[src/rtl/ip_filter_cam_arb.sv]
// ip_filter_cam_arb
//   Small filter table (CAM) with one config write port and two lookup
//   requesters sharing a single-ported match path. A 1-bit round-robin
//   pointer picks between the requesters when both are eligible; config
//   writes have strict priority and block every lookup grant while asserted.
//   Each requester has one response register (latency 1 from grant) that is
//   held until consumed, so at most one lookup per requester is in flight.
//
// Ports
//   clk, rst_n              clock, asynchronous active-low reset
//   cfg_wr_*                entry write {entry_val, tag, data} at cfg_wr_idx
//   cfg_wr_rdy              always 1
//   lkupN_req_val/tag/rdy   lookup request handshake, N = 0,1
//   lkupN_resp_val/hit/data lookup result (data is 0 on a miss)
//   lkupN_resp_rdy          requester N consumes its result
module ip_filter_cam_arb #(
  parameter int NUM_ENTRIES = 4,
  parameter int TAG_W       = 8,
  parameter int DATA_W      = 1,
  localparam int IDX_W      = (NUM_ENTRIES > 1) ? $clog2(NUM_ENTRIES) : 1
) (
  input  logic              clk,
  input  logic              rst_n,

  input  logic              cfg_wr_val,
  input  logic [IDX_W-1:0]  cfg_wr_idx,
  input  logic              cfg_wr_entry_val,
  input  logic [TAG_W-1:0]  cfg_wr_tag,
  input  logic [DATA_W-1:0] cfg_wr_data,
  output logic              cfg_wr_rdy,

  input  logic              lkup0_req_val,
  input  logic [TAG_W-1:0]  lkup0_req_tag,
  output logic              lkup0_req_rdy,
  output logic              lkup0_resp_val,
  output logic              lkup0_resp_hit,
  output logic [DATA_W-1:0] lkup0_resp_data,
  input  logic              lkup0_resp_rdy,

  input  logic              lkup1_req_val,
  input  logic [TAG_W-1:0]  lkup1_req_tag,
  output logic              lkup1_req_rdy,
  output logic              lkup1_resp_val,
  output logic              lkup1_resp_hit,
  output logic [DATA_W-1:0] lkup1_resp_data,
  input  logic              lkup1_resp_rdy
);

  logic              r_ent_val  [NUM_ENTRIES];
  logic [TAG_W-1:0]  r_ent_tag  [NUM_ENTRIES];
  logic [DATA_W-1:0] r_ent_data [NUM_ENTRIES];

  logic              r_rr_ptr;
  logic              r_resp_val0, r_resp_hit0;
  logic [DATA_W-1:0] r_resp_data0;
  logic              r_resp_val1, r_resp_hit1;
  logic [DATA_W-1:0] r_resp_data1;

  logic              w_elig0, w_elig1;
  logic              w_gnt0, w_gnt1;
  logic [TAG_W-1:0]  w_lkup_tag;
  logic              w_hit;
  logic [DATA_W-1:0] w_data;

  assign cfg_wr_rdy = 1'b1;

  // A requester with an unconsumed response is not eligible, which also
  // keeps it from being re-granted on the edge that consumes that response.
  // rst_n gates the grants so rdy stays low throughout reset.
  always_comb begin
    w_elig0 = lkup0_req_val & ~r_resp_val0;
    w_elig1 = lkup1_req_val & ~r_resp_val1;
    w_gnt0  = rst_n & ~cfg_wr_val & w_elig0 & (~w_elig1 | ~r_rr_ptr);
    w_gnt1  = rst_n & ~cfg_wr_val & w_elig1 & (~w_elig0 |  r_rr_ptr);
  end

  assign lkup0_req_rdy = w_gnt0;
  assign lkup1_req_rdy = w_gnt1;

  assign w_lkup_tag = w_gnt1 ? lkup1_req_tag : lkup0_req_tag;

  // Scan from the top down so the lowest matching index is the one that sticks.
  always_comb begin
    w_hit  = 1'b0;
    w_data = '0;
    for (int i = NUM_ENTRIES - 1; i >= 0; i--) begin
      if (r_ent_val[i] && (r_ent_tag[i] == w_lkup_tag)) begin
        w_hit  = 1'b1;
        w_data = r_ent_data[i];
      end
    end
  end

  always_ff @(posedge clk or negedge rst_n) begin
    if (!rst_n) begin
      for (int i = 0; i < NUM_ENTRIES; i++) begin
        r_ent_val[i]  <= 1'b0;
        r_ent_tag[i]  <= '0;
        r_ent_data[i] <= '0;
      end
    end else begin
      // Compare against each index so an out-of-range cfg_wr_idx is ignored.
      for (int i = 0; i < NUM_ENTRIES; i++) begin
        if (cfg_wr_val && (IDX_W'(i) == cfg_wr_idx)) begin
          r_ent_val[i]  <= cfg_wr_entry_val;
          r_ent_tag[i]  <= cfg_wr_tag;
          r_ent_data[i] <= cfg_wr_data;
        end
      end
    end
  end

  // After a grant the pointer moves to the requester that was not served.
  always_ff @(posedge clk or negedge rst_n) begin
    if (!rst_n) begin
      r_rr_ptr <= 1'b0;
    end else if (w_gnt0) begin
      r_rr_ptr <= 1'b1;
    end else if (w_gnt1) begin
      r_rr_ptr <= 1'b0;
    end
  end

  always_ff @(posedge clk or negedge rst_n) begin
    if (!rst_n) begin
      r_resp_val0  <= 1'b0;
      r_resp_hit0  <= 1'b0;
      r_resp_data0 <= '0;
    end else if (w_gnt0) begin
      r_resp_val0  <= 1'b1;
      r_resp_hit0  <= w_hit;
      r_resp_data0 <= w_data;
    end else if (r_resp_val0 && lkup0_resp_rdy) begin
      r_resp_val0  <= 1'b0;
    end
  end

  always_ff @(posedge clk or negedge rst_n) begin
    if (!rst_n) begin
      r_resp_val1  <= 1'b0;
      r_resp_hit1  <= 1'b0;
      r_resp_data1 <= '0;
    end else if (w_gnt1) begin
      r_resp_val1  <= 1'b1;
      r_resp_hit1  <= w_hit;
      r_resp_data1 <= w_data;
    end else if (r_resp_val1 && lkup1_resp_rdy) begin
      r_resp_val1  <= 1'b0;
    end
  end

  assign lkup0_resp_val  = r_resp_val0;
  assign lkup0_resp_hit  = r_resp_hit0;
  assign lkup0_resp_data = r_resp_data0;
  assign lkup1_resp_val  = r_resp_val1;
  assign lkup1_resp_hit  = r_resp_hit1;
  assign lkup1_resp_data = r_resp_data1;

endmodule
[config.mk]
export PLATFORM = sky130hd
export DESIGN_NAME = ip_filter_cam_arb
export DESIGN_NICKNAME = d
export VERILOG_FILES = /design/src/rtl/ip_filter_cam_arb.sv
export SDC_FILE = /design/constraint.sdc
export NUM_CORES = 1
export LEC_CHECK = 0
export BUFFER_PORTS_ARGS = -buffer_cell sky130_fd_sc_hd__buf_2
export CAP_MARGIN = 20
export CORE_ASPECT_RATIO = 0.6
export CORE_UTILIZATION = 59
export CTS_BUF_LIST = sky130_fd_sc_hd__clkbuf_4 sky130_fd_sc_hd__clkbuf_8
export DETAILED_ROUTE_END_ITERATION = 7
export GPL_ROUTABILITY_DRIVEN = 0
export PLACE_DENSITY = 0.91
export SYNTH_ARGS = -nofsm -noshare
export SYNTH_HDL_FRONTEND = slang
export SYNTH_SLANG_ARGS = --single-unit
[constraint.sdc]
create_clock -name clk -period 4.4 [get_ports clk]
set_input_delay 0.88 -clock clk [delete_from_list [all_inputs] [get_ports clk]]
set_output_delay 0.88 -clock clk [all_outputs]
set_load 0.03 [all_outputs]
==> impl_results.rst <==
.. list-table::
   :header-rows: 1

   * - Metric
     - Value
   * - CTS tree
     - built
   * - Setup skew after layout
     - 0.00634 ns
   * - Clock Tree Buf Depth
     - 2
   * - Final clock period utilization by the worst path
     - 0.696
   * - Final Util
     - 0.691
   * - Number of DRC markers in iteration 0
     - 218
   * - Cell variety after synth
     - 45
   * - Via count of the first global-routing pass
     - 2211
   * - Number of clock sinks
     - 47
   * - Required time of the worst setup path
     - 3.52 ns
   * - Antenna Cells
     - 0
   * - Final #Nets
     - 348
   * - Remaining max-slew budget at the tightest pin
     - 0.517
   * - Clock-pin slew of the registers on the worst-case setup and hold paths
     - 0.09 ns
   * - Cts hold-fix bufs
     - 0
   * - Static leakage power
     - 1.36 nW
   * - Most used cell, CP
     - buf_2
   * - Buffers on Ports
     - 42
   * - Maximum frequency from static timing analysis
     - 326 MHz
   * - Crit. End Element
     - primary output
   * - Critical Path Source Type
     - input port
   * - Pint
     - 0.779 mW
   * - Vertical extent of the die
     - 55.5 um
   * - Async set or reset register ratio after synthesis
     - 1.00
   * - Max incr delay on CP
     - 0.50 ns
   * - Number of hold violations in the final report
     - 0
   * - Final routed DRC violation total
     - 0
   * - Worst vdd rail ir drop
     - 0.000216 V
   * - Worst reg2reg startpoint
     - lkup0_resp_val$_DFFE_PN0P_
   * - Cells traversed along the worst timing path
     - buf_2, buf_4, nand2b_1, a211o_1, inv_1, buf_2
   * - Warnings, synthesis
     - 0
   * - Post-synth EDFFs
     - 0
   * - Final-layout setup total negative slack
     - 0 ns
   * - Syn Nets
     - 306
   * - Post-DR wirelength/cell
     - 18.7 um
   * - Number of buffers added by the clock tree synthesis step
     - 5
   * - Number of rows in the core area
     - 19
   * - Endpoint of the most critical register-to-register path
     - lkup1_resp_data$_DFFE_PN0N_
   * - Synth-to-Final Area Change
     - 12.4%
   * - Final min period
     - 3.06 ns
   * - Worst-path maximum fanout
     - 48
   * - Core Area
     - 4590 um^2
   * - Total Routed Length
     - 7060 um
   * - Dominant synthesized flop cell
     - dfrtp_1
   * - CTS resizes
     - 0
   * - Die Outline Area
     - 5070 um^2
   * - Ratio of total power to cell area
     - 371 nW/um^2
   * - Io pins
     - 44
   * - Critical path arrival
     - 2.18 ns
   * - HP Start
     - lkup0_resp_hit$_DFFE_PN0P_
   * - Number of levels the H-tree was split into
     - 2
   * - Pin count of the biggest net entering global routing
     - 49
   * - Critical path launch point
     - rst_n
   * - Half-perimeter wire length after detailed placement
     - 5380 um
   * - Post-detailed-route via-to-cell ratio
     - 6.18
   * - Max-slew violations
     - 0
   * - Initial core utilization
     - 0.614
   * - Final count of negative-setup-slack endpoints
     - 0
   * - Cell count of the worst hold path
     - 2
   * - Flop-to-flop setup slack
     - 1.72 ns
   * - Reported max-cap violation count
     - 0
   * - Unrepaired setup endpoints after global routing
     - no
   * - Post-Syn Area per Cell
     - 10.4 um^2
   * - Initial antenna violation count
     - 0
   * - GR Overflow Total
     - 0
   * - Critical path type
     - in2out
   * - #FFs+latches synth
     - 47
   * - Proportion of power drawn by combinational gates
     - 0.275
   * - Post-Synthesis Cells
     - 271
   * - Worst Tran Pin Value
     - 0.723 ns
   * - Critical-path top delay cell
     - buf_4
   * - Worst Reg-to-Reg Cells
     - 8
   * - ANT nets after route
     - 0
   * - CTS root buf
     - clkbuf_8
   * - Result of the run
     - complete, no violations
   * - First-pass iteration count of the detailed router
     - 5
   * - Clock latency on the worst-skew pair
     - 0.31 ns
   * - Clk network pwr share
     - 0.216
   * - Switching share of total power
     - 0.337
   * - Hold crit path type
     - reg2reg
   * - Switch Pwr
     - 0.396 mW
   * - Portion of the post-synthesis area used by sequential elements
     - 0.417
   * - Overall via count from detail_route
     - 2328
   * - Ratio of cells with drive above 1 in the final layout
     - 0.315
   * - Cell area after technology mapping
     - 2820 um^2
   * - Total track usage
     - 0.300
   * - Flop pwr share
     - 0.509
   * - Post-CTS setup-driven buffer insertion count
     - 0
   * - Min-Delay Endpoint
     - lkup0_resp_hit$_DFFE_PN0P_
   * - Wire length of the first global-routing pass
     - 11300 um
   * - DIE WIDTH
     - 91.2 um
-- metrics by stage --
stage | setup slack [ns] | hold WS (ns) | std cells | power [mW] | cell area, um^2
after floorplan | 1.46 | 0.471 | 271 | 0.804 | 2820
after global placement | 1.29 | 0.459 | 369 | 0.903 | 3090
after detailed placement | 1.18 | 0.472 | 369 | 0.920 | 3090
after CTS | 1.30 | 0.491 | 377 | 1.17 | 3170
after global routing | 1.14 | 0.537 | 377 | 1.24 | 3170
final | 1.34 | 0.493 | 377 | 1.17 | 3170
-- cell families (layout without fill, tap and decap cells) --
logic type	after synthesis	after routing	share of synthesized area
DFF	47	47	0.417
buffers and inverters	25	68	0.0346
other	1	1	0.00133
AOI/OAI and AO/OA	39	39	0.100
xor gates and xnor gates	43	43	0.134
muxes	40	40	0.160
and+or+nand+nor	76	76	0.153
-- sequential cells by signal, indices dropped and copies added (netlist names) --
register,flops
lkup1_resp_hit,1
r_ent_val,4
lkup1_resp_val,1
r_rr_ptr,1
r_ent_data,4
lkup0_resp_val,1
lkup0_resp_data,1
lkup1_resp_data,1
lkup0_resp_hit,1
r_ent_tag,32
-- power by group through the flow --
stage | clock network (mW) | registers, mW | logic, mW
global route | 0.279 | 0.608 | 0.350
detailed placement | 0 | 0.603 | 0.317
global placement | 0 | 0.596 | 0.307
finish | 0.254 | 0.598 | 0.323
floorplan | 0 | 0.579 | 0.225
CTS | 0.259 | 0.595 | 0.318
-- cell usage in the layout (no fill, tap or decap), types with 2 or more instances in the layout --
cell       Yosys  layout
xnor2_1       33      33
or2_2          2       2
o22ai_1        3       3
dfrtp_1       47      47
nor2b_1        2       2
clkinv_2       0       3
a21oi_1        4       4
o41ai_1        3       3
nor3_1         5       5
nor2_1         7       7
nor3b_1        2       2
a211oi_1       2       2
nand3b_1       2       2
a22oi_1        2       2
buf_2          0      42
buf_4          1       2
o221ai_1       2       2
o2bb2ai_1      2       2
xor2_1        10      10
o21ai_0        9       9
or4_1          3       3
clkbuf_8       0       5
nor4_1         8       8
a2111oi_0      3       3
nand2b_1      11      11
mux2_2        40      40
nand2_1       18      18
inv_1         15      15
nand4_1        5       5
nand3_1        6       6
-- critical path: cells and delay by family --
kind                   cells  cell delay, ns
buffers and inverters      4            0.87
and+or+nand+nor            1            0.10
AOI/OAI and AO/OA          1            0.32
-- cells in the mapped netlist, types with 2 or more instances --
| library cell | n | area, um^2 |
|---|---|---|
| nor2b_1 | 2 | 12.5 |
| xor2_1 | 10 | 87.6 |
| o21ai_0 | 9 | 45.0 |
| o2bb2ai_1 | 2 | 17.5 |
| a2111oi_0 | 3 | 26.3 |
| nor2_1 | 7 | 26.3 |
| or4_1 | 3 | 22.5 |
| nor3b_1 | 2 | 15.0 |
| dfrtp_1 | 47 | 1180 |
| o221ai_1 | 2 | 17.5 |
| o41ai_1 | 3 | 26.3 |
| a22oi_1 | 2 | 15.0 |
| nor3_1 | 5 | 25.0 |
| nand3b_1 | 2 | 15.0 |
| clkbuf_1 | 7 | 26.3 |
| o22ai_1 | 3 | 18.8 |
| a211oi_1 | 2 | 15.0 |
| mux2_2 | 40 | 450 |
| a21oi_1 | 4 | 20.0 |
| nand3_1 | 6 | 30.0 |
| nand2b_1 | 11 | 68.8 |
| nand2_1 | 18 | 67.6 |
| inv_1 | 15 | 56.3 |
| or2_2 | 2 | 12.5 |
| xnor2_1 | 33 | 289 |
| nand4_1 | 5 | 31.3 |
| nor4_1 | 8 | 50.1 |
-- cell type report --
type                       count  area [um^2]
sequential                    47         1180
multi-input combinational    199         1550
timing repair buffer          44          225
tap                           63         78.8
clock buffer                   5         68.8
inverter                      16         60.1
clock inverter                 3         15.0
fill                         370         1420
-- worst max-delay path by stage --
stage                     slack [ns]                           to  cells after the start
after global placement          1.29  lkup1_resp_data$_DFFE_PN0N_                      9
after detailed placement        1.18  lkup1_resp_data$_DFFE_PN0N_                      9
after floorplan                 1.46  lkup1_resp_data$_DFFE_PN0N_                      9
final                           1.34                lkup0_req_rdy                      6
after CTS                       1.30                lkup0_req_rdy                      6
after global routing            1.14                lkup0_req_rdy                      6
-- metal layers --
layer  routed length (um)  track usage  part of all wire
met3                  773       0.0675              0.11
met2                 2950        0.425              0.42
met1                 3190        0.450              0.45
met5                    0            0                 0
met4                  144        0.107             0.020
Power figures use the tool's default switching activity.
